===== src/rtl/sar_pkg.sv =====
// Shared constants and types for the 2-bit SAR-ADC datapath: code width, frame
// length, phase encoding and the trial code the SAR presents at the start of a frame.
package sar_pkg;

   localparam int CODE_W    = 2;
   localparam int FRAME_LEN = 3;

   typedef enum logic [1:0] {
      PH_TRIAL = 2'd0,
      PH_MSB   = 2'd1,
      PH_FINAL = 2'd2
   } phase_t;

   localparam logic [CODE_W-1:0] SAR_RESET_CODE = 2'b10;

endpackage


===== src/rtl/sar_frame_counter.sv =====
// Mod-3 frame phase counter that follows the SAR conversion frame; final_strobe
// is registered so that it is high exactly while phase sits at PH_FINAL.
module sar_frame_counter
   import sar_pkg::*;
(
   input  logic       clk,
   input  logic       rst,
   output logic [1:0] phase,
   output logic       final_strobe
);

   phase_t ph;

   assign phase = ph;

   // Strobe is loaded one cycle ahead so it coincides with the PH_FINAL cycle
   always_ff @(posedge clk) begin
      if (!rst) begin
         ph           <= PH_TRIAL;
         final_strobe <= 1'b0;
      end else begin
         case (ph)
            PH_TRIAL: ph <= PH_MSB;
            PH_MSB:   ph <= PH_FINAL;
            default:  ph <= PH_TRIAL;
         endcase
         final_strobe <= (ph == PH_MSB);
      end
   end

endmodule


===== src/rtl/sar_result_collector.sv =====
// Captures the final SAR code of each frame, sums 2^AVG_LOG2 of them and offers
// the sum over valid/ready, flagging results dropped under backpressure.
module sar_result_collector
   import sar_pkg::*;
#(
   parameter int AVG_LOG2 = 2,
   parameter int OUT_W    = 2 + AVG_LOG2
) (
   input  logic             clk,
   input  logic             rst,
   input  logic             en,
   input  logic             sar_out1,
   input  logic             sar_out0,
   output logic [OUT_W-1:0] res_data,
   output logic             res_valid,
   input  logic             res_ready,
   output logic             overrun,
   input  logic             ovr_clr,
   output logic [1:0]       frame_phase
);

   // A zero-width counter is not legal, so pass-through keeps one idle bit
   localparam int               CNT_W    = (AVG_LOG2 > 0) ? AVG_LOG2 : 1;
   localparam logic [CNT_W-1:0] LAST_CNT = CNT_W'((1 << AVG_LOG2) - 1);

   logic [1:0]        phase;
   logic              final_strobe;
   logic [CODE_W-1:0] code;
   logic [OUT_W-1:0]  acc;
   logic [OUT_W-1:0]  sum;
   logic [CNT_W-1:0]  cnt;
   logic              capture;
   logic              complete;
   logic              load;
   logic              drop;

   sar_frame_counter u_frame (
      .clk          (clk),
      .rst          (rst),
      .phase        (phase),
      .final_strobe (final_strobe)
   );

   assign frame_phase = phase;
   assign code        = {sar_out1, sar_out0};
   assign sum         = acc + OUT_W'(code);
   assign capture     = final_strobe & en;
   assign complete    = capture & (cnt == LAST_CNT);
   assign load        = complete & (~res_valid | res_ready);
   assign drop        = complete & res_valid & ~res_ready;

   // Accumulator and sample count; a partial sum survives en going low
   always_ff @(posedge clk) begin
      if (!rst) begin
         acc <= '0;
         cnt <= '0;
      end else if (capture) begin
         if (complete) begin
            acc <= '0;
            cnt <= '0;
         end else begin
            acc <= sum;
            cnt <= cnt + CNT_W'(1);
         end
      end
   end

   // Output register: a load during a transfer keeps valid high with no bubble
   always_ff @(posedge clk) begin
      if (!rst) begin
         res_data  <= '0;
         res_valid <= 1'b0;
      end else if (load) begin
         res_data  <= sum;
         res_valid <= 1'b1;
      end else if (res_valid && res_ready) begin
         res_valid <= 1'b0;
      end
   end

   // Sticky overrun, where a fresh drop outranks a clear in the same cycle
   always_ff @(posedge clk) begin
      if (!rst) begin
         overrun <= 1'b0;
      end else if (drop) begin
         overrun <= 1'b1;
      end else if (ovr_clr) begin
         overrun <= 1'b0;
      end
   end

endmodule


===== config.mk =====
export PLATFORM = sky130hd
export DESIGN_NAME = sar_result_collector
export DESIGN_NICKNAME = d
export VERILOG_FILES = /design/src/rtl/sar_pkg.sv /design/src/rtl/sar_frame_counter.sv /design/src/rtl/sar_result_collector.sv
export SDC_FILE = /design/constraint.sdc
export NUM_CORES = 1
export LEC_CHECK = 0
export BUFFER_PORTS_ARGS = -buffer_cell sky130_fd_sc_hd__buf_4
export CORE_AREA = 3 3 40 42
export CTS_BUF_LIST = sky130_fd_sc_hd__clkbuf_4 sky130_fd_sc_hd__clkbuf_8 sky130_fd_sc_hd__clkbuf_16
export DETAILED_ROUTE_END_ITERATION = 8
export DIE_AREA = 0 0 43 45
export MAX_ROUTING_LAYER = met4
export PLACE_DENSITY = 0.84
export REMOVE_ABC_BUFFERS = 1
export SLEW_MARGIN = 10
export SYNTH_ARGS = -nofsm -noshare
export SYNTH_HDL_FRONTEND = slang
export SYNTH_SLANG_ARGS = --single-unit

===== constraint.sdc =====
create_clock -name clk -period 3 [get_ports clk]
set_input_delay 0.75 -clock clk [delete_from_list [all_inputs] [get_ports clk]]
set_output_delay 0.75 -clock clk [all_outputs]
set_load 0.01 [all_outputs]

==> impl_metrics.yaml <==
timing:
  fmaxAchievable_mhz: 512
  timing.hold.ws_ps: 460
  period_share_pct: 65.2
  setup_viol: 0
  hold_violations: 0
  layout_setup_ws_ps: 1050
  fin_worst_skew_ps: 3.77
  worstMarginPinSlew_ps: 447
  fin_crit_ps: 1950
  slew_headroom_pct: 70.2
  finalSetupTns_ps: 0
  drv_slew: 0
  rsz0062_at_grt: "no"
critical_path:
  reg2reg_from: "acc[0]"
  cpMaxStageDelayCell: "or4_1"
  required_ps: 3210
  max_stage_delay_ps: 510
  reg2reg_slack_ps: 1250
  crit_fanout: 3
  crit_type: "input pin to flip-flop"
  end_kind: "flip-flop"
  path_cells: "buf_4, ha_1, inv_1, fa_1, or4_1, a21oi_1"
  reg2regPathDepth: 5
  crit_arrival_ps: 2170
  rr_endpoint: "acc[2]"
  cp-start-kind: "input pin"
placed_design:
  place_congestion: 0.708
  port_buffers: 14
  pre_cts_slack_ps: 748
  hpwlAfterDp_um: 896
  placed_cells: 97
  placed_cell_area_um2: 743
finish:
  finish.instance_area_um2: 779
  area_delta_synth_final_pct: 22.2
  instances_no_fill: 101
  design.final.nets: 98
  drive_gt1_share_pct: 23.3
  antennaDiodeCount: 0
die:
  die_x_um: 43
  die-area_mm2: 0.00194
  die_h_um: 45
  initial_core_util_pct: 49.7
  coreArea_mm2: 0.00128
  io_pins: 15
  rows: 13
run_status:
  status: "finished, final reports clean"
pwr:
  p_per_area_mw_per_mm2: 460
  ir_drop_mv: 0.298
  power_leakage_nw: 0.323
synth:
  yosysSeqAreaShare_pct: 43.9
  ys_async_sr_fraction_pct: 0
  syn_inst: 71
  synth_area_leaders: "dfxtp_1 44%, a21oi_1 8.6%, ha_1 5.9%, nand3_1 4.7%, nor2b_1 3.9%"
  netlist_area_um2: 638
  synth_top_flop_cell: "dfxtp_1"
  synth_most_common_cell: "dfxtp_1"
  synth_common_cells: "14 x dfxtp_1, 11 x a21oi_1, 6 x nand3_1"
  synth_top_cell_by_area: "dfxtp_1"
  synth_top_area_share_pct: 43.9
  yosys_warnings: 0
  avgSynthCellArea_um2: 8.99
  synth-edff-count: 0
  synth_cell_types: 25
  synth_seq_cells: 14
detailed_routing:
  via_count: 573
  first_pass_iters: 4
  drc_errors: 0
  totalWireLength_mm: 1.23
  antenna_left: 0
  wl_per_cell_um: 12.2
  first_iter_violations: 4
  vias_per_cell: 5.67
clock_tree:
  htreeDepth: 1
  cts_buffers: 3
  tritoncts: "built"
  ctsResizeCount: 0
  clk_pin_slew_ps: 90
  clockBufferDepth: 2
  cts.sinks: 14
  post-cts-setup-buffer-count: 0
  cts-root-buf: "clkbuf_4"
  cts_hold_buf: 0
  clk_latency_ps: 280
worst_hold_path:
  hold_path_depth: 1
  worstHoldPathType: "flip-flop to flip-flop"
  hold_end: "u_frame.phase[0]"
  worstHoldStart: "u_frame.phase[0]"
grt:
  grt_util_all_layers_pct: 15.1
  grt_pass1_wl_mm: 2.07
  grt-ovfl-total: 0
  antenna_found_initial: 0
  grt_pass1_vias: 503
  grt_max_degree: 15
job:
  drv_cap: 0
## through the flow
step | utilization, % | total power, mW
3_5_place_dp | 57.8 | 0.224
2_1_floorplan | - | 0.210
6_report | 60.7 | 0.358
5_1_grt | 60.7 | 0.374
4_1_cts | 60.7 | 0.361
3_3_place_gp | 57.8 | 0.224
## worst max-delay path: cells and delay by family
family | cells | cell delay (ps)
AOI/OAI and AO/OA | 1 | 170
buffers and inverters | 2 | 140
adders and majority gates | 2 | 590
and+or+nand+nor | 1 | 510
## metal layers
layer  track usage, %  up-vias  share of wire (%)
li1                 -      285                  -
met1             18.6      267                 47
met4             12.7        0                2.8
met3             2.39        4                4.6
met5                -        -                  0
met2             21.6       17                 46
## how the worst max path moves through the flow
stage               slack, ps     start     end  cells after the start
floorplan                 950  sar_out0  acc[2]                      5
global placement          840  sar_out0  acc[2]                      6
detailed placement        750  sar_out0  acc[2]                      6
CTS                      1050  sar_out0  acc[2]                      6
global route             1000  sar_out0  acc[2]                      6
finish                   1050  sar_out0  acc[2]                      6
## power by group
part / total [mW] / switching, mW / internal (mW)
logic: 0.0267 / 0.0133 / 0.0134
clock network: 0.138 / 0.0643 / 0.0739
registers: 0.194 / 0.00412 / 0.189
## logic make-up (layout without fill, tap and decap cells)
group,after synthesis,in the layout,share of synthesized area [%]
flops,14,14,43.9
simple gates,26,26,23.1
xor+xnor,1,1,1.37
fa+ha+maj,4,4,9.02
buf+inv,7,22,5.29
compound gates,19,19,17.3
## cell usage in the layout (no fill, tap or decap)
cell,synthesis,routed
a211oi_1,2,2
or4_1,1,1
a32oi_1,1,1
o41ai_1,1,1
clkbuf_4,0,3
clkbuf_8,0,1
fa_1,1,1
nand3_1,6,6
or3_1,2,2
nor3_1,1,1
buf_4,2,14
nand2_4,1,1
inv_1,4,4
nand2_1,5,5
nor3b_1,1,1
xnor2_1,1,1
a21oi_1,11,11
nor2_1,2,2
nand2b_1,1,1
o21ai_0,3,3
a21o_1,1,1
and3_2,1,1
nor2b_1,4,4
dfxtp_1,14,14
ha_1,3,3
nand4b_1,1,1
## state kept, by name, summed over array words and instances (netlist names)
name,flops
acc,4
res_data,4
cnt,2
u_frame.phase,2
overrun,1
res_valid,1
## final cells by class
class,count,area (µm²)
fillers,120,505
multi-input cells,50,324
clock buffers,4,36.3
inverters,4,15.0
flip-flops and latches,14,280
repair buffers,14,105
well taps,15,18.8
(Power assumes the default switching activity.)
